[config.mk]
export PLATFORM = sky130hd
export DESIGN_NAME = fp_mul_sched_flat
export DESIGN_NICKNAME = d
export VERILOG_FILES = /design/src/rtl/fp_mul_sched_pkg.sv /design/src/rtl/fp_mul_sched_if.sv /design/src/rtl/fp_mul_sched_rr_arbiter.sv /design/src/rtl/fp_mul_sched.sv /design/src/flat_wrapper.sv
export SDC_FILE = /design/constraint.sdc
export NUM_CORES = 1
export LEC_CHECK = 0
export BUFFER_PORTS_ARGS = -buffer_cell sky130_fd_sc_hd__buf_2
export CAP_MARGIN = 20
export CORE_AREA = 2 2 155 157
export CTS_BUF_LIST = sky130_fd_sc_hd__clkbuf_4
export DETAILED_ROUTE_END_ITERATION = 16
export DIE_AREA = 0 0 157 159
export GPL_TIMING_DRIVEN = 0
export PLACE_DENSITY_LB_ADDON = 0.3
export RECOVER_POWER = 100
export SYNTH_ARGS = -nofsm -noshare
export SYNTH_HDL_FRONTEND = slang
export SYNTH_HIERARCHICAL = 1
export SYNTH_SLANG_ARGS = --single-unit
[constraint.sdc]
create_clock -name i_clk -period 2.5 [get_ports i_clk]
set_clock_uncertainty 0.05 [all_clocks]
set_input_delay 0.5 -clock i_clk [delete_from_list [all_inputs] [get_ports i_clk]]
set_output_delay 0.5 -clock i_clk [all_outputs]
set_load 0.05 [all_outputs]
[src/rtl/fp_mul_sched_pkg.sv]
// Shared types and constants for the floating-point multiplier scheduler.
package fp_mul_pkg;

  // Scheduler sequence around the shared multiplier.
  typedef enum logic [2:0] {
    IDLE  = 3'd0,
    CLEAR = 3'd1,
    LOAD  = 3'd2,
    CALC  = 3'd3,
    DONE  = 3'd4
  } state_e;

  // IEEE-754 single-precision special values.
  localparam logic [31:0] QNAN    = 32'hFFFF_FFFF;
  localparam logic [31:0] POS_INF = 32'h7F80_0000;
  localparam logic [31:0] NEG_INF = 32'hFF80_0000;

  // Width of a down-counter that has to hold values 0..n-1.
  function automatic int cnt_width(input int n);
    return (n <= 2) ? 1 : $clog2(n);
  endfunction

endpackage

[src/rtl/fp_mul_sched_if.sv]
// Client request/response bus plus the multiplier control bus of the scheduler.
interface fp_mul_sched_if #(
  parameter int N_REQ = 4,
  parameter int WIDTH = 32,
  parameter int ID_W  = 2
);

  logic [N_REQ-1:0]       i_req_valid;
  logic [N_REQ-1:0]       o_req_ready;
  logic [N_REQ*WIDTH-1:0] i_req_a;
  logic [N_REQ*WIDTH-1:0] i_req_b;
  logic                   o_rsp_valid;
  logic                   i_rsp_ready;
  logic [ID_W-1:0]        o_rsp_id;
  logic [WIDTH-1:0]       o_rsp_data;
  logic                   o_busy;
  logic                   o_mul_rst;
  logic                   o_mul_load;
  logic [WIDTH-1:0]       o_mul_a;
  logic [WIDTH-1:0]       o_mul_b;
  logic [WIDTH-1:0]       i_mul_res;

  // Scheduler side.
  modport slave (
    input  i_req_valid, i_req_a, i_req_b, i_rsp_ready, i_mul_res,
    output o_req_ready, o_rsp_valid, o_rsp_id, o_rsp_data, o_busy,
           o_mul_rst, o_mul_load, o_mul_a, o_mul_b
  );

  // Client / multiplier side.
  modport master (
    output i_req_valid, i_req_a, i_req_b, i_rsp_ready, i_mul_res,
    input  o_req_ready, o_rsp_valid, o_rsp_id, o_rsp_data, o_busy,
           o_mul_rst, o_mul_load, o_mul_a, o_mul_b
  );

endinterface

[src/rtl/fp_mul_sched_rr_arbiter.sv]
// Combinational round-robin arbiter: first set request at or above ptr_i, wrapping.
module rr_arbiter #(
  parameter int N_REQ = 4,
  parameter int ID_W  = 2
) (
  input  logic [N_REQ-1:0] req_i,
  input  logic [ID_W-1:0]  ptr_i,
  input  logic             en_i,
  output logic [N_REQ-1:0] grant_o,
  output logic [ID_W-1:0]  grant_id_o,
  output logic             any_req_o
);

  logic found;

  // Two passes: indices from ptr_i upward first, then the wrapped low indices.
  always_comb begin
    // NOTE: every combinational output is given a default before any branch,
    // so no path leaves a value unassigned and no latch is inferred.
    grant_o    = '0;
    grant_id_o = '0;
    found      = 1'b0;
    any_req_o  = |req_i;
    for (int j = 0; j < N_REQ; j++) begin
      if (en_i && !found && req_i[j] && (j >= int'(ptr_i))) begin
        found      = 1'b1;
        grant_o[j] = 1'b1;
        grant_id_o = ID_W'(j);
      end
    end
    for (int j = 0; j < N_REQ; j++) begin
      if (en_i && !found && req_i[j]) begin
        found      = 1'b1;
        grant_o[j] = 1'b1;
        grant_id_o = ID_W'(j);
      end
    end
  end

endmodule

[src/rtl/fp_mul_sched.sv]
// Round-robin scheduler sharing one iterative FP multiplier among N_REQ clients.
// Hides the multiplier's clear/load/compute sequence behind request/response handshakes.
module fp_mul_sched
  import fp_mul_pkg::*;
#(
  parameter int N_REQ       = 4,
  parameter int WIDTH       = 32,
  parameter int ID_W        = 2,
  parameter int LOAD_CYCLES = 2,
  parameter int CALC_CYCLES = 36
) (
  input logic           i_clk,
  input logic           i_rst,
  fp_mul_sched_if.slave bus
);

  localparam int CNT_W = cnt_width((LOAD_CYCLES > CALC_CYCLES) ? LOAD_CYCLES : CALC_CYCLES);

  state_e            state_q, state_d;
  logic [CNT_W-1:0]  cnt_q, cnt_d;
  logic [ID_W-1:0]   rr_ptr_q, rr_ptr_d;
  logic [ID_W-1:0]   id_q, id_d;
  logic [ID_W-1:0]   rsp_id_q, rsp_id_d;
  logic [WIDTH-1:0]  a_q, a_d;
  logic [WIDTH-1:0]  b_q, b_d;
  logic [WIDTH-1:0]  rsp_data_q, rsp_data_d;

  logic [N_REQ-1:0]  grant;
  logic [ID_W-1:0]   grant_id;
  logic              any_req;
  logic              arb_en;
  logic [WIDTH-1:0]  sel_a, sel_b;
  logic              mul_rst, mul_load, rsp_valid;

  // Arbitration is only live in IDLE; elsewhere requests are ignored.
  assign arb_en = (state_q == IDLE);

  rr_arbiter #(
    .N_REQ (N_REQ),
    .ID_W  (ID_W)
  ) u_arb (
    .req_i      (bus.i_req_valid),
    .ptr_i      (rr_ptr_q),
    .en_i       (arb_en),
    .grant_o    (grant),
    .grant_id_o (grant_id),
    .any_req_o  (any_req)
  );

  // Select the granted requester's operand pair from the packed buses.
  always_comb begin
    sel_a = '0;
    sel_b = '0;
    for (int k = 0; k < N_REQ; k++) begin
      if (grant[k]) begin
        sel_a = bus.i_req_a[k*WIDTH +: WIDTH];
        sel_b = bus.i_req_b[k*WIDTH +: WIDTH];
      end
    end
  end

  // Next-state, counter and datapath updates plus the multiplier controls.
  always_comb begin
    state_d    = state_q;
    cnt_d      = cnt_q;
    rr_ptr_d   = rr_ptr_q;
    id_d       = id_q;
    a_d        = a_q;
    b_d        = b_q;
    rsp_data_d = rsp_data_q;
    rsp_id_d   = rsp_id_q;
    mul_rst    = 1'b1;
    mul_load   = 1'b0;
    rsp_valid  = 1'b0;
    case (state_q)
      IDLE: begin
        if (any_req) begin
          a_d      = sel_a;
          b_d      = sel_b;
          id_d     = grant_id;
          rr_ptr_d = (grant_id == ID_W'(N_REQ - 1)) ? '0 : grant_id + 1'b1;
          state_d  = CLEAR;
        end
      end
      CLEAR: begin
        mul_load = 1'b1;
        cnt_d    = CNT_W'(LOAD_CYCLES - 1);
        state_d  = LOAD;
      end
      LOAD: begin
        mul_rst  = 1'b0;
        mul_load = 1'b1;
        if (cnt_q == '0) begin
          cnt_d   = CNT_W'(CALC_CYCLES - 1);
          state_d = CALC;
        end else begin
          cnt_d = cnt_q - 1'b1;
        end
      end
      CALC: begin
        mul_rst = 1'b0;
        if (cnt_q == '0) begin
          rsp_data_d = bus.i_mul_res;
          rsp_id_d   = id_q;
          state_d    = DONE;
        end else begin
          cnt_d = cnt_q - 1'b1;
        end
      end
      DONE: begin
        rsp_valid = 1'b1;
        if (bus.i_rsp_ready) begin
          state_d = IDLE;
        end
      end
      default: state_d = IDLE;
    endcase
  end

  // State and datapath registers with synchronous reset.
  always_ff @(posedge i_clk) begin
    if (i_rst) begin
      // NOTE: the operand and response registers are reset as well, because
      // their reset values are visible on the outputs and an aborted result
      // must not survive a reset.
      state_q    <= IDLE;
      cnt_q      <= '0;
      rr_ptr_q   <= '0;
      id_q       <= '0;
      a_q        <= '0;
      b_q        <= '0;
      rsp_data_q <= '0;
      rsp_id_q   <= '0;
    end else begin
      // NOTE: non-blocking assignments so every register samples the values
      // that were present before the edge, independent of statement order.
      state_q    <= state_d;
      cnt_q      <= cnt_d;
      rr_ptr_q   <= rr_ptr_d;
      id_q       <= id_d;
      a_q        <= a_d;
      b_q        <= b_d;
      rsp_data_q <= rsp_data_d;
      rsp_id_q   <= rsp_id_d;
    end
  end

  assign bus.o_req_ready = grant;
  assign bus.o_rsp_valid = rsp_valid;
  assign bus.o_rsp_id    = rsp_id_q;
  assign bus.o_rsp_data  = rsp_data_q;
  assign bus.o_busy      = (state_q != IDLE);
  assign bus.o_mul_rst   = mul_rst;
  assign bus.o_mul_load  = mul_load;
  assign bus.o_mul_a     = a_q;
  assign bus.o_mul_b     = b_q;

endmodule

[src/flat_wrapper.sv]
// flat-port wrapper written by rule: the top's interface ports become plain ports
module fp_mul_sched_flat import fp_mul_pkg::*;
#(
  parameter int N_REQ       = 4,
  parameter int WIDTH       = 32,
  parameter int ID_W        = 2,
  parameter int LOAD_CYCLES = 2,
  parameter int CALC_CYCLES = 36
)
  (i_clk, i_rst, bus_i_req_valid, bus_i_req_a, bus_i_req_b, bus_i_rsp_ready, bus_i_mul_res, bus_o_req_ready, bus_o_rsp_valid, bus_o_rsp_id, bus_o_rsp_data, bus_o_busy, bus_o_mul_rst, bus_o_mul_load, bus_o_mul_a, bus_o_mul_b);
  fp_mul_sched_if #(.N_REQ(N_REQ), .WIDTH(WIDTH), .ID_W(ID_W)) bus_i ();
  input logic i_clk;
  input logic i_rst;
  input wire logic [$bits(bus_i.i_req_valid)-1:0] bus_i_req_valid;
  input wire logic [$bits(bus_i.i_req_a)-1:0] bus_i_req_a;
  input wire logic [$bits(bus_i.i_req_b)-1:0] bus_i_req_b;
  input wire logic [$bits(bus_i.i_rsp_ready)-1:0] bus_i_rsp_ready;
  input wire logic [$bits(bus_i.i_mul_res)-1:0] bus_i_mul_res;
  output wire logic [$bits(bus_i.o_req_ready)-1:0] bus_o_req_ready;
  output wire logic [$bits(bus_i.o_rsp_valid)-1:0] bus_o_rsp_valid;
  output wire logic [$bits(bus_i.o_rsp_id)-1:0] bus_o_rsp_id;
  output wire logic [$bits(bus_i.o_rsp_data)-1:0] bus_o_rsp_data;
  output wire logic [$bits(bus_i.o_busy)-1:0] bus_o_busy;
  output wire logic [$bits(bus_i.o_mul_rst)-1:0] bus_o_mul_rst;
  output wire logic [$bits(bus_i.o_mul_load)-1:0] bus_o_mul_load;
  output wire logic [$bits(bus_i.o_mul_a)-1:0] bus_o_mul_a;
  output wire logic [$bits(bus_i.o_mul_b)-1:0] bus_o_mul_b;
  assign bus_i.i_req_valid = bus_i_req_valid;
  assign bus_i.i_req_a = bus_i_req_a;
  assign bus_i.i_req_b = bus_i_req_b;
  assign bus_i.i_rsp_ready = bus_i_rsp_ready;
  assign bus_i.i_mul_res = bus_i_mul_res;
  assign bus_o_req_ready = bus_i.o_req_ready;
  assign bus_o_rsp_valid = bus_i.o_rsp_valid;
  assign bus_o_rsp_id = bus_i.o_rsp_id;
  assign bus_o_rsp_data = bus_i.o_rsp_data;
  assign bus_o_busy = bus_i.o_busy;
  assign bus_o_mul_rst = bus_i.o_mul_rst;
  assign bus_o_mul_load = bus_i.o_mul_load;
  assign bus_o_mul_a = bus_i.o_mul_a;
  assign bus_o_mul_b = bus_i.o_mul_b;
  fp_mul_sched #(.N_REQ(N_REQ), .WIDTH(WIDTH), .ID_W(ID_W), .LOAD_CYCLES(LOAD_CYCLES), .CALC_CYCLES(CALC_CYCLES)) u_core (.i_clk(i_clk), .i_rst(i_rst), .bus(bus_i));
endmodule
== After elaboration in Yosys (flattened, before gate mapping) ==
Cells that the tools add are included.
Word-level totals
  register bits after elaboration: 111
  input port bits: 295
  output and inout bits: 106
  word-level logic and storage cells: 100
Cells by class
  $add $sub $neg: 2
  $lt $le $gt $ge: 3
  equality and inequality tests: 10
  mux-type cells: 41
  reduce and logical (&&, ||, !) cells: 36
Operator list (count)
  2-to-1 mux 32 bit: 8
  logical AND 1 bit: 18
  2-to-1 mux 1 bit: 18
  case mux 6 bit (3 select lines): 1
  case mux 3 bit (5 select lines): 1
  2-to-1 mux 2 bit: 7
  2-to-1 mux 3 bit: 4
  2-to-1 mux 6 bit: 2
  logical NOT 1 bit: 7
  == test 3 x 2 -> 1 bit (second input constant): 2
  logical NOT 6 bit: 1
  inequality test 2 x 1 -> 1 bit (second input constant): 3
  AND reduction 2 bit: 3
  nonzero test 3 bit: 2
  subtractor 6 x 1 -> 6 bit (second input constant): 1
  greater-or-equal comparator 1 x 2 -> 1 bit (first input constant): 2
  inequality test 2 bit (second input constant): 2
  AND reduction 4 bit: 1
  OR reduction 2 bit: 2
  OR reduction 4 bit: 1
  == test 3 x 1 -> 1 bit (second input constant): 1
  == test 3 bit (second input constant): 1
  logical NOT 3 bit: 1
  adder 2 x 1 -> 2 bit (second input constant): 1
  other kinds (2): 2

== Longest topological paths before layout ==
Gate-level depths: netlist of the first run.
  depth in word-level cells: 36
  depth in mapped cells: 10
  depth with buffers taken out: 7

== Modules after synthesis ==
Netlist of the first run, hierarchy kept.
By module, submodules not included
  fp_mul_sched: times used 1, cells an instance 752, area an instance 5758.0 um2
  rr_arbiter: times used 1, cells an instance 29, area an instance 178.9 um2

== Least setup slack after synthesis of the first run ==
No wires, ideal clock.
  path type: register -> register
  start point: reg u_core.state_q[0]
  end point: reg u_core.b_q[10] (netlist: u_core/bus.o_mul_b[10])
  setup time: 0.132 ns
  arrival time: 3.497 ns
  required time: 2.318 ns
  slack: -1.179 ns
  stages on the path, launching flop included: 10
  buffers on the path: 3
  cell sequence: dfxtp_1 -> buf_1 -> nor3_1 -> o21ai_1 -> o32ai_1 -> clkbuf_1 -> clkbuf_1 -> a21oi_1 -> a221oi_1 -> nor3_1
Between the ends
  elaborated cells between the ends (all ways): 45
  those cells by class: 18 x mux; 27 x reduce/logical
RTL lines
  start, declared: line fp_mul_sched.sv:19  | state_e state_q, state_d;
  start signal, assigned: line fp_mul_sched.sv:137  | state_q <= state_d;
  logical NOT 3 bit *: line fp_mul_sched.sv:36  | assign arb_en = (state_q == IDLE);
  via u_core.arb_en: line fp_mul_sched.sv:31  | logic arb_en;
  logical AND 1 bit (2 in series): line fp_mul_sched_rr_arbiter.sv:25  | if (en_i && !found && req_i[j] && (j >= int'(ptr_i))) begin
  2-to-1 mux 1 bit: line fp_mul_sched_rr_arbiter.sv:25
  logical NOT 1 bit: line fp_mul_sched_rr_arbiter.sv:25
  logical AND 1 bit (3 in series): line fp_mul_sched_rr_arbiter.sv:25
  2-to-1 mux 1 bit: line fp_mul_sched_rr_arbiter.sv:25
  logical NOT 1 bit: line fp_mul_sched_rr_arbiter.sv:25
  [12 not listed]
  logical NOT 1 bit: line fp_mul_sched_rr_arbiter.sv:32  | if (en_i && !found && req_i[j]) begin
  logical AND 1 bit (2 in series): line fp_mul_sched_rr_arbiter.sv:32
  2-to-1 mux 1 bit: line fp_mul_sched_rr_arbiter.sv:32
  logical NOT 1 bit: line fp_mul_sched_rr_arbiter.sv:32
  logical AND 1 bit (2 in series): line fp_mul_sched_rr_arbiter.sv:32
  2-to-1 mux 1 bit *: line fp_mul_sched_rr_arbiter.sv:32
  via bus_o_req_ready[2]: line flat_wrapper.sv:19  | output wire logic [$bits(bus_i.o_req_ready)-1:0] bus_o_req_ready;
  2-to-1 mux 32 bit * (2 in series): line fp_mul_sched.sv:55  | if (grant[k]) begin
  end signal, assigned: line fp_mul_sched.sv:131  | b_q <= '0;
  end signal, assigned: line fp_mul_sched.sv:142  | b_q <= b_d;
  end, declared: line fp_mul_sched.sv:25  | logic [WIDTH-1:0] b_q, b_d;
The timed path passes the listed nets; every way through them passes the cells marked *.
A chain may end at the register's enable or synchronous reset.

== Worst setup path after layout of the first run ==
  start point: reg u_core.rr_ptr_q[1]
  end point: reg u_core.b_q[15] (netlist: u_core/bus.o_mul_b[15])
Between the ends
  word-level cells in the longest chain between the ends: 34
  elaborated cells between the ends (all ways): 45
  those cells by class: 3 x order compare; 18 x mux; 24 x reduce/logical
Ends and longest elaborated chain
  start, declared: line fp_mul_sched.sv:21  | logic [ID_W-1:0] rr_ptr_q, rr_ptr_d;
  start signal, assigned: line fp_mul_sched.sv:139  | rr_ptr_q <= rr_ptr_d;
  greater-or-equal comparator 1 x 2 -> 1 bit: line fp_mul_sched_rr_arbiter.sv:25
  logical AND 1 bit: line fp_mul_sched_rr_arbiter.sv:25
  2-to-1 mux 1 bit: line fp_mul_sched_rr_arbiter.sv:25
  logical NOT 1 bit: line fp_mul_sched_rr_arbiter.sv:25
  logical AND 1 bit (3 in series): line fp_mul_sched_rr_arbiter.sv:25
  2-to-1 mux 1 bit: line fp_mul_sched_rr_arbiter.sv:25
  logical NOT 1 bit: line fp_mul_sched_rr_arbiter.sv:25
  logical AND 1 bit (3 in series): line fp_mul_sched_rr_arbiter.sv:25
  [12 not listed]
  2-to-1 mux 1 bit: line fp_mul_sched_rr_arbiter.sv:32
  logical NOT 1 bit: line fp_mul_sched_rr_arbiter.sv:32
  logical AND 1 bit (2 in series): line fp_mul_sched_rr_arbiter.sv:32
  2-to-1 mux 1 bit: line fp_mul_sched_rr_arbiter.sv:32
  logical NOT 1 bit: line fp_mul_sched_rr_arbiter.sv:32
  logical AND 1 bit (2 in series): line fp_mul_sched_rr_arbiter.sv:32
  2-to-1 mux 1 bit: line fp_mul_sched_rr_arbiter.sv:32
  2-to-1 mux 32 bit *: line fp_mul_sched.sv:55
Every way passes the cells marked *; elsewhere a longest branch is shown, timed or not.

==> reports/metrics.yaml, run 1 <==
run_status:
  status: "completed"
timing:
  worstMarginPinSlew_ns: 0.6963
  slew_headroom_pct: 52.98
  rsz0062_at_grt: "yes"
  max_freq_ghz: 0.4141
  setup_viol: 0
  setup_tns_ns: 0
  period_share_pct: 96.60
  layout_min_cycle_time_ns: 2.415
  maxSlewViolCount: 0
  hold_viol_final: 0
place:
  hpwlAfterDp_um: 20790
  routabilityCongestion: 0.8439
  port_buffers: 399
logic_synthesis:
  yosys-top-cells-area: "dfxtp_1 (37%), a221o_1 (11%), a221oi_1 (9.4%)"
  synthTopCellsByCount: "a21oi_1 (111), dfxtp_1 (111), nand2_1 (80)"
  async_reset_ff_share_pct: 0
  synth_seq_cells: 111
  synth_top_area_share_pct: 37.43
  yosysSeqAreaShare_pct: 37.43
  synth_area_mm2: 0.005937
  synth_cells: 781
  synthSimpleGateAreaFrac_pct: 18.55
  synth_nets: 1078
  synthAdderAreaFrac_pct: 0.4215
  synth-compound-area-share_pct: 32.56
  synth_top_cell_by_area: "dfxtp_1"
  muxShareOfSynthArea_pct: 0
  avgSynthCellArea_um2: 7.602
  synth-edff-count: 0
  ys.warnings.count: 6
  synth_flop_cell: "dfxtp_1"
  ys_types: 44
  synth_xor_area_share_pct: 0.2950
  synth_top_family_by_area: "compound AO/OA/AOI/OAI gates"
setup_path:
  arrival_ns: 2.72
  worstPathRequired_ns: 2.81
  path_max_fanout: 10
  critPathLaunchType: "flip-flop"
  path_class: "reg -> reg"
  cp-end-kind: "flip-flop"
  rr_worst_depth: 10
clock_network:
  clockBufferDepth: 2
  root_buffer: "clkbuf_4"
  clock-sinks: 111
  h-tree-depth: 3
  clk_latency_ns: 0.48
  numCtsBuffers: 9
  clk_pin_slew_worst_paths_ns: 0.18
  cts_tree: "built"
final_layout:
  areaGrowthSynthToFinish_pct: 49.27
  final_util_pct: 38.21
  drive_gt1_share_pct: 35.24
  nNetsFinal: 1499
worst_hold_path:
  hold_class: "in -> reg"
  whs_path_depth: 3
power:
  power_mw: 9.308
  vdd_drop_max_uv: 330.3
  leakagePower_nw: 3.972
  power_density_mw_per_mm2: 1050
floorplan:
  start_util_pct: 25.60
  io_pins: 401
  die_area_mm2: 0.02496
  num_rows: 56
  core_mm2: 0.02319
  die-height_um: 159
  chipWidth_um: 157
global_route:
  antenna_found_initial: 3
  grtUsageTotal_pct: 20.18
  grt_pass1_vias: 7053
  grt_pass1_wl_um: 39000
  gr-total-overflow: 0
  grt_max_degree: 19
routing:
  ant_nets: 0
  drt-pass1-iter-count: 7
  post_drt_wl_per_cell_um: 17.69
  drt-total-wl_um: 27020
  drcViolationCount: 0
  vias_per_cell: 4.935
  drtIter0Drc: 391
  vias: 7535
run:
  cap_violations: 0
## critical path, cell delays in order, from the launching register on
cell and delay [ns]:
dfxtp_2 0.36, buf_6 0.14, nand2b_1 0.18, a21oi_4 0.24
o32ai_4 0.14, buf_4 0.17, buf_8 0.15, buf_4 0.18
a221o_1 0.29, a221oi_2 0.32, nor3_1 0.09
## placed cells by master, fill, tap and decap left out, drive strengths merged, types with 3 or more instances in the layout
master	count
a221oi	64
nand2	80
clkbuf	161
buf	338
o32ai	3
nand2b	5
a21oi	111
inv	77
nor3	72
a221o	64
dfxtp	111
o21ai	5
clkinv	3
nor2	72
nand3	5
or3	5
## sequential cells by signal (all words and copies together) (netlist names)
register	count
u_core/bus.o_mul_a	32
u_core/bus.o_mul_b	32
u_core/bus.o_rsp_data	32
u_core/cnt_q	6
u_core/state_q	3
u_core/bus.o_rsp_id	2
u_core/id_q	2
u_core/rr_ptr_q	2
## stage by stage
step                      instance area [µm²]  std cells  hold slack [ns]  setup WS [ns]
after detailed placement                 8428       1499           0.3939        -0.6608
after global routing                     8860       1526           0.1228       -0.01950
final                                    8862       1527           0.1752        0.08510
after CTS                                8692       1518           0.1127       -0.03065
after global placement                   8428       1499           0.3882        -0.6016
after floorplan                          6032        781           0.3822       0.003805
## power breakdown
part	internal [mW]	leakage (nW)	total, mW	switching [mW]
logic	1.90	3.00	5.93	4.04
registers	2.25	0.913	2.53	0.279
clock network	0.209	0.0609	0.847	0.638
total	4.35	3.97	9.31	4.95
## timing repair
action                     4_1_cts  5_1_grt
gates cloned                     0        2
setup endpoints to repair       67       66
setup buffers                    6        6
resized for setup               42       71
hold buffers                     0        0
pin swaps                        5        8
## layer usage
| metal | wire [µm] | up-vias | track usage, % | part of all wire (%) |
|---|---|---|---|---|
| met2 | 13490 | 336 | 36.24 | 50 |
| li1 | - | 3694 | - | - |
| met1 | 11070 | 3470 | 24.02 | 41 |
| met5 | 13 | - | 0 | 0.048 |
| met3 | 1970 | 33 | 4.872 | 7.3 |
| met4 | 469 | 2 | 4.754 | 1.7 |
## cells by family after synthesis
family / count (synthesis)
AOI/OAI and AO/OA: 262
and+or+nand+nor: 249
buffers and inverters: 155
DFF: 111
xor gates and xnor gates: 2
adders and majority gates: 2
## final timing paths
check                                                to                            start  slack [ns]
hold / removal    u_core/bus.o_rsp_data[6]$_SDFFE_PP0N_                 bus_i_mul_res[6]        0.18
setup reg to reg    u_core/bus.o_mul_b[15]$_SDFFE_PP0P_  u_core/rr_ptr_q[1]$_SDFFE_PP0P_        0.09
hold reg to reg     u_core/bus.o_rsp_id[1]$_SDFFE_PP0N_      u_core/id_q[1]$_SDFFE_PP0P_        0.41
setup / recovery    u_core/bus.o_mul_b[15]$_SDFFE_PP0P_  u_core/rr_ptr_q[1]$_SDFFE_PP0P_        0.09
## layout make-up
class                      instances  area [µm²]
tap                              319       399.1
clock inverter                     6       46.29
fill                            2569       14330
sequential                       111        2232
timing repair buffer             413        2027
antenna                            2       5.005
clock buffer                       9       67.56
inverter                          75       281.5
buffer                            77       449.2
multi-input combinational        515        3354
No activity file was read; power rests on OpenSTA's default activity.
==> run 2, diff against run 1 <==
CORE_AREA = 2 2 157 159   (was 2 2 155 157)
CTS_BUF_LIST = not set   (was sky130_fd_sc_hd__clkbuf_4)
DIE_AREA = 0 0 159 161   (was 0 0 157 159)
TNS_END_PERCENT = 30   (was not set)
==> reports/metrics.yaml, run 2 (synthesis gave the netlist of run 1 again) <==
setup_path:
  worstReg2RegEnd: "u_core/bus.o_mul_a[9]$_SDFFE_PP0P_"
  critPathLaunch: "u_core/state_q[2]$_SDFFE_PP0P_"
  rr_worst_depth: 9  # -1
  regToRegSetupSlack_ns: 0.11  # +0.02 ns
  path_max_fanout: 9  # -1
  crit_path_end: "bus_o_req_ready[2]"
  cp-end-kind: "output port"
  worstPathRequired_ns: 1.95  # -0.86 ns
  path_class: "reg -> out"
  critPathLaunchType: "flip-flop"
  r2r-start: "u_core/rr_ptr_q[1]$_SDFFE_PP0P_"
  arrival_ns: 1.85  # -0.87 ns
global_route:
  grt_max_degree: 18  # -1
  gr-total-overflow: 0  # unchanged
  grt_pass1_vias: 7114  # +0.86%
  grt_pass1_wl_um: 40630  # +4.2%
  antenna_found_initial: 3  # unchanged
  grtUsageTotal_pct: 20.23  # +0.053 points
final_layout:
  n_fill_cell: 2657  # +3.4%
  multi_input_area_mm2: 0.003369  # +0.45%
  final_common_cell: "buf_2"
  drive_gt1_share_pct: 35.30  # +0.059 points
  final_util_pct: 37.95  # -0.26 points
  seq_area_mm2: 0.002226  # -0.28%
  nNetsFinal: 1496  # -0.20%
  mostFrequentLayoutCells: "buf_2 (311), clkbuf_1 (124), dfxtp_1 (110)"
  areaGrowthSynthToFinish_pct: 53.19
  final_cells: 1530  # +0.20%
power:
  vdd_drop_max_uv: 378.9  # +15%
  power_mw: 10.11  # +8.6%
  leakagePower_nw: 4.076  # +2.6%
  power_density_mw_per_mm2: 1112  # +5.8%
timing:
  setup_viol: 0  # unchanged
  layout_min_cycle_time_ns: 2.398  # -0.01690 ns
  rsz0062_at_grt: "yes"
  hold_viol_final: 0  # unchanged
  setup_tns_ns: 0  # unchanged
  max_freq_ghz: 0.4170  # +0.70%
  maxSlewViolCount: 0  # unchanged
  worstMarginPinSlew_ns: 0.7443  # +0.04806 ns
  period_share_pct: 95.92  # -0.68 points
  slew_headroom_pct: 50.00  # -3.0 points
routing:
  ant_nets: 0  # unchanged
  drt-total-wl_um: 28070  # +3.9%
  vias_per_cell: 4.963  # +0.57%
  drtIter0Drc: 482  # +23%
  vias: 7593  # +0.77%
  drcViolationCount: 0  # unchanged
  post_drt_wl_per_cell_um: 18.35  # +3.7%
  drt-pass1-iter-count: 5  # -2
place:
  routabilityCongestion: 0.8451  # +0.14%
  placed_cells: 1504  # +0.33%
  port_buffers: 399  # unchanged
  hpwlAfterDp_um: 21330  # +2.6%
clock_network:
  root_buffer: "clkbuf_16"
  clockBufferDepth: 2  # unchanged
  h-tree-depth: 3  # unchanged
  clock-sinks: 111  # unchanged
  numCtsBuffers: 9  # unchanged
  cts_tree: "built"
  clk_pin_slew_worst_paths_ns: 0.07  # -0.11 ns
  clk_latency_ns: 0.34  # -0.14 ns
run_status:
  status: "completed"
floorplan:
  io_pins: 401  # unchanged
  start_util_pct: 24.78  # -0.82 points
  num_rows: 57  # +1.8%
  die-height_um: 161  # +1.3%
  core_mm2: 0.02396  # +3.3%
  die_area_mm2: 0.02560  # +2.5%
  chipWidth_um: 159  # +1.3%
run:
  cap_violations: 0  # unchanged
worst_hold_path:
  hold_class: "in -> reg"
## run 2: area by class of cell
| class | count | share of cell area, % |
|---|---|---|
| Timing Repair Buffer | 408 | 21.74 |
| Clock inverter | 4 | 0.8529 |
| Tap cell | 324 | 4.457 |
| Clock buffer | 12 | 2.710 |
| Multi-Input combinational cell | 515 | 37.05 |
| Sequential cell | 111 | 24.47 |
| Buffer | 79 | 5.572 |
| Inverter | 75 | 3.095 |
| Antenna cell | 2 | 0.05503 |
## run 2: stage by stage
| stage | hold slack, ns | instance area [µm²] | setup slack, ns |
|---|---|---|---|
| 2_1_floorplan | 0.3822 | 6032 | 0.003805 |
| 3_3_place_gp | 0.3898 | 8434 | -0.5899 |
| 3_5_place_dp | 0.3935 | 8434 | -0.6162 |
| 4_1_cts | 0.3151 | 8895 | -0.009081 |
| 5_1_grt | 0.3178 | 9095 | -0.09176 |
| 6_report | 0.3351 | 9095 | 0.1020 |
## run 2: power breakdown
group          switching (mW)  internal (mW)  leakage (nW)
sequential              0.302           2.25         0.911
clock                   0.683          0.915         0.157
combinational            4.05           1.91          3.01
total                    5.04           5.07          4.08
## run 2: routing by layer
layer / vias to the layer above / part of all wire [%] / GRT usage [%]
met2: 344 / 49 / 35.49
met4: 2 / 3.2 / 6.860
met3: 47 / 6.5 / 4.366
li1: 3697 / - / -
met1: 3503 / 41 / 24.61
met5: - / 0.046 / 0
## run 2: critical path, cell delays in order (launching register included)
cell	delay [ns]
dfxtp_1	0.31
buf_6	0.13
nor3_4	0.27
o21ai_4	0.15
o32ai_4	0.31
buf_12	0.16
buf_6	0.16
## run 2: worst min path at each step
| stage | startpoint | endpoint | slack [ns] | cells past startpoint |
|---|---|---|---|---|
| after floorplan | u_core/id_q[0]$_SDFFE_PP0P_ | u_core/bus.o_rsp_id[0]$_SDFFE_PP0N_ | 0.38 | 2 |
| after global placement | u_core/bus.o_rsp_data[18]$_SDFFE_PP0N_ | u_core/bus.o_rsp_data[18]$_SDFFE_PP0N_ | 0.39 | 2 |
| after detailed placement | u_core/bus.o_rsp_data[9]$_SDFFE_PP0N_ | u_core/bus.o_rsp_data[9]$_SDFFE_PP0N_ | 0.39 | 2 |
| after CTS | bus_i_mul_res[5] | u_core/bus.o_rsp_data[5]$_SDFFE_PP0N_ | 0.32 | 3 |
| after global routing | bus_i_mul_res[6] | u_core/bus.o_rsp_data[6]$_SDFFE_PP0N_ | 0.32 | 3 |
| final | bus_i_mul_res[6] | u_core/bus.o_rsp_data[6]$_SDFFE_PP0N_ | 0.34 | 3 |
## run 2: repair_timing
| action | in CTS | in global routing |
|---|---|---|
| gates resized for setup | 44 | 73 |
| hold buffers | 0 | 0 |
| cloned | 0 | 2 |
| buffers inserted | 2 | 5 |
| pin swaps | 2 | 11 |
| endpoints found under the setup margin | 66 | 66 |
==> run 3, diff against run 2 <==
RECOVER_POWER = not set   (was 100)
==> reports/metrics.yaml, run 3 (synthesis gave the netlist of run 1 again) <==
timing:
  layout_min_cycle_time_ns: 2.400  # +0.002014 ns
  max_freq_ghz: 0.4167  # about the same
  hold_viol_final: 0  # unchanged
  layout_setup_ws_ns: 0.09999  # -0.002014 ns
  finalHoldWorstSlack_ns: 0.3351  # -0.00002800 ns
  slew_headroom_pct: 49.91  # -0.084 points
  maxSlewViolCount: 0  # unchanged
  worstMarginPinSlew_ns: 0.7513  # +0.006987 ns
  setup_tns_ns: 0  # unchanged
  period_share_pct: 96.00  # about the same
  setup_viol: 0  # unchanged
  rsz0062_at_grt: "yes"
global_route:
  grt_pass1_vias: 7114  # unchanged
  grt_max_degree: 18  # unchanged
  antenna_found_initial: 3  # unchanged
  gr-total-overflow: 0  # unchanged
  grt_pass1_wl_um: 40630  # unchanged
  grtUsageTotal_pct: 20.23  # unchanged
place:
  dp_slack_ns: -0.6162  # unchanged
  hpwlAfterDp_um: 21330  # unchanged
  port_buffers: 399  # unchanged
  routabilityCongestion: 0.8451  # unchanged
  placed_cell_area_mm2: 0.008434  # unchanged
  placed_cells: 1504  # unchanged
clock_network:
  clk_latency_ns: 0.34  # about the same
  root_buffer: "clkbuf_16"
  clk_pin_slew_worst_paths_ns: 0.07  # about the same
  clockBufferDepth: 2  # unchanged
  h-tree-depth: 3  # unchanged
  cts_hold_buf: 0  # unchanged
  cts_tree: "built"
  clock-sinks: 111  # unchanged
  numCtsBuffers: 9  # unchanged
setup_path:
  arrival_ns: 1.85  # about the same
  critPathLaunch: "u_core/state_q[2]$_SDFFE_PP0P_"
  cpMaxStageDelayCell: "dfxtp_1"
  cp_common_cell: "buf_6"
  path_class: "reg -> out"
  cpLargestDelayFamily: "compound AO/OA/AOI/OAI gates"
  critical_path_depth: 6  # unchanged
  rr_worst_depth: 10  # +1
  path_max_fanout: 9  # unchanged
  r2r-start: "u_core/state_q[2]$_SDFFE_PP0P_"
  cp-end-kind: "output port"
  critical_path.max_stage_delay_ns: 0.31  # about the same
  critPathBufInv: 3  # unchanged
  critPathLaunchType: "flip-flop"
  path_cells: "buf_6 -> nor3_4 -> o21ai_4 -> o32ai_4 -> buf_12 -> buf_6"
  worstPathRequired_ns: 1.95  # about the same
power:
  vdd_drop_max_uv: 386.1  # +1.9%
  power_density_mw_per_mm2: 1108  # -0.36%
  power_mw: 10.21  # +0.99%
  leakagePower_nw: 4.472  # +9.7%
routing:
  drt-pass1-iter-count: 5  # unchanged
  drcViolationCount: 0  # unchanged
  drt-total-wl_um: 27990  # -0.30%
  vias_per_cell: 4.941  # -0.43%
  post_drt_wl_per_cell_um: 18.29  # -0.30%
  vias: 7560  # -0.43%
  ant_nets: 0  # unchanged
  drtIter0Drc: 430  # -11%
floorplan:
  start_util_pct: 24.78  # unchanged
  num_rows: 57  # unchanged
  chipWidth_um: 159  # unchanged
  core_mm2: 0.02396  # unchanged
  io_pins: 401  # unchanged
  die-height_um: 161  # unchanged
  die_area_mm2: 0.02560  # unchanged
run_status:
  status: "completed"
worst_hold_path:
  whs_path_depth: 3  # unchanged
  worstHoldStart: "bus_i_mul_res[6]"
  hold_class: "in -> reg"
final_layout:
  final_util_pct: 38.47  # +0.52 points
  nNetsFinal: 1496  # unchanged
  finalInstanceArea_mm2: 0.009219  # +1.4%
  drive_gt1_share_pct: 43.52  # +8.2 points
  final_common_cell: "buf_2"
  mostFrequentLayoutCells: "buf_2 (410), dfxtp_1 (110), a21oi_1 (108)"
  areaGrowthSynthToFinish_pct: 55.28
  final_cells: 1530  # unchanged
run:
  cap_violations: 0  # unchanged
run 3: cell count changes in the layout (fill, tap and decap cells not counted):
cell      change
buf_2        +99
clkbuf_1     -99
run 3: report_power, final:
group	leakage, nW	internal (mW)	switching, mW
clock network	0.157	0.914	0.681
registers	0.911	2.25	0.288
logic	3.40	2.03	4.05
run 3: routing by layer:
metal,GRT usage [%],wire [µm],vias up
li1,-,-,3695
met1,24.61,11450,3495
met2,35.49,13860,323
met3,4.366,1778,45
met4,6.860,886,2
met5,0,13,-
run 3: path summary, 6_finish.rpt:
kind / endpoint / slack, ns
setup / recovery: bus_o_req_ready[2] / 0.1
hold / removal: u_core/bus.o_rsp_data[6]$_SDFFE_PP0N_ / 0.34
setup reg to reg: u_core/bus.o_mul_a[5]$_SDFFE_PP0P_ / 0.1
hold reg to reg: u_core/bus.o_rsp_data[13]$_SDFFE_PP0N_ / 0.40
run 3: what timing repair did:
| action | CTS | global route |
|---|---|---|
| resized for setup | 44 | 73 |
| pin swaps | 2 | 11 |
| gates cloned | 0 | 2 |
| endpoints found under the setup margin | 66 | 66 |
| setup buffers | 2 | 5 |
run 3: area by class of cell:
type	count	area (µm²)
Antenna cell	2	5.005
Buffer	79	506.7
Clock buffer	12	246.5
Clock inverter	4	77.57
Fill cell	2596	14740
Inverter	75	281.5
Multi-Input combinational cell	515	3369
Sequential cell	111	2226
Tap cell	324	405.4
Timing Repair Buffer	408	2101
run 3: worst register-to-register path, stage by stage, from the launching register on:
cell,delay [ns]
dfxtp_1,0.31
buf_6,0.13
nor3_4,0.28
o211ai_1,0.21
a21oi_4,0.20
nor2b_4,0.08
buf_8,0.15
buf_8,0.15
a221o_1,0.37
a221oi_2,0.26
nor3_1,0.08
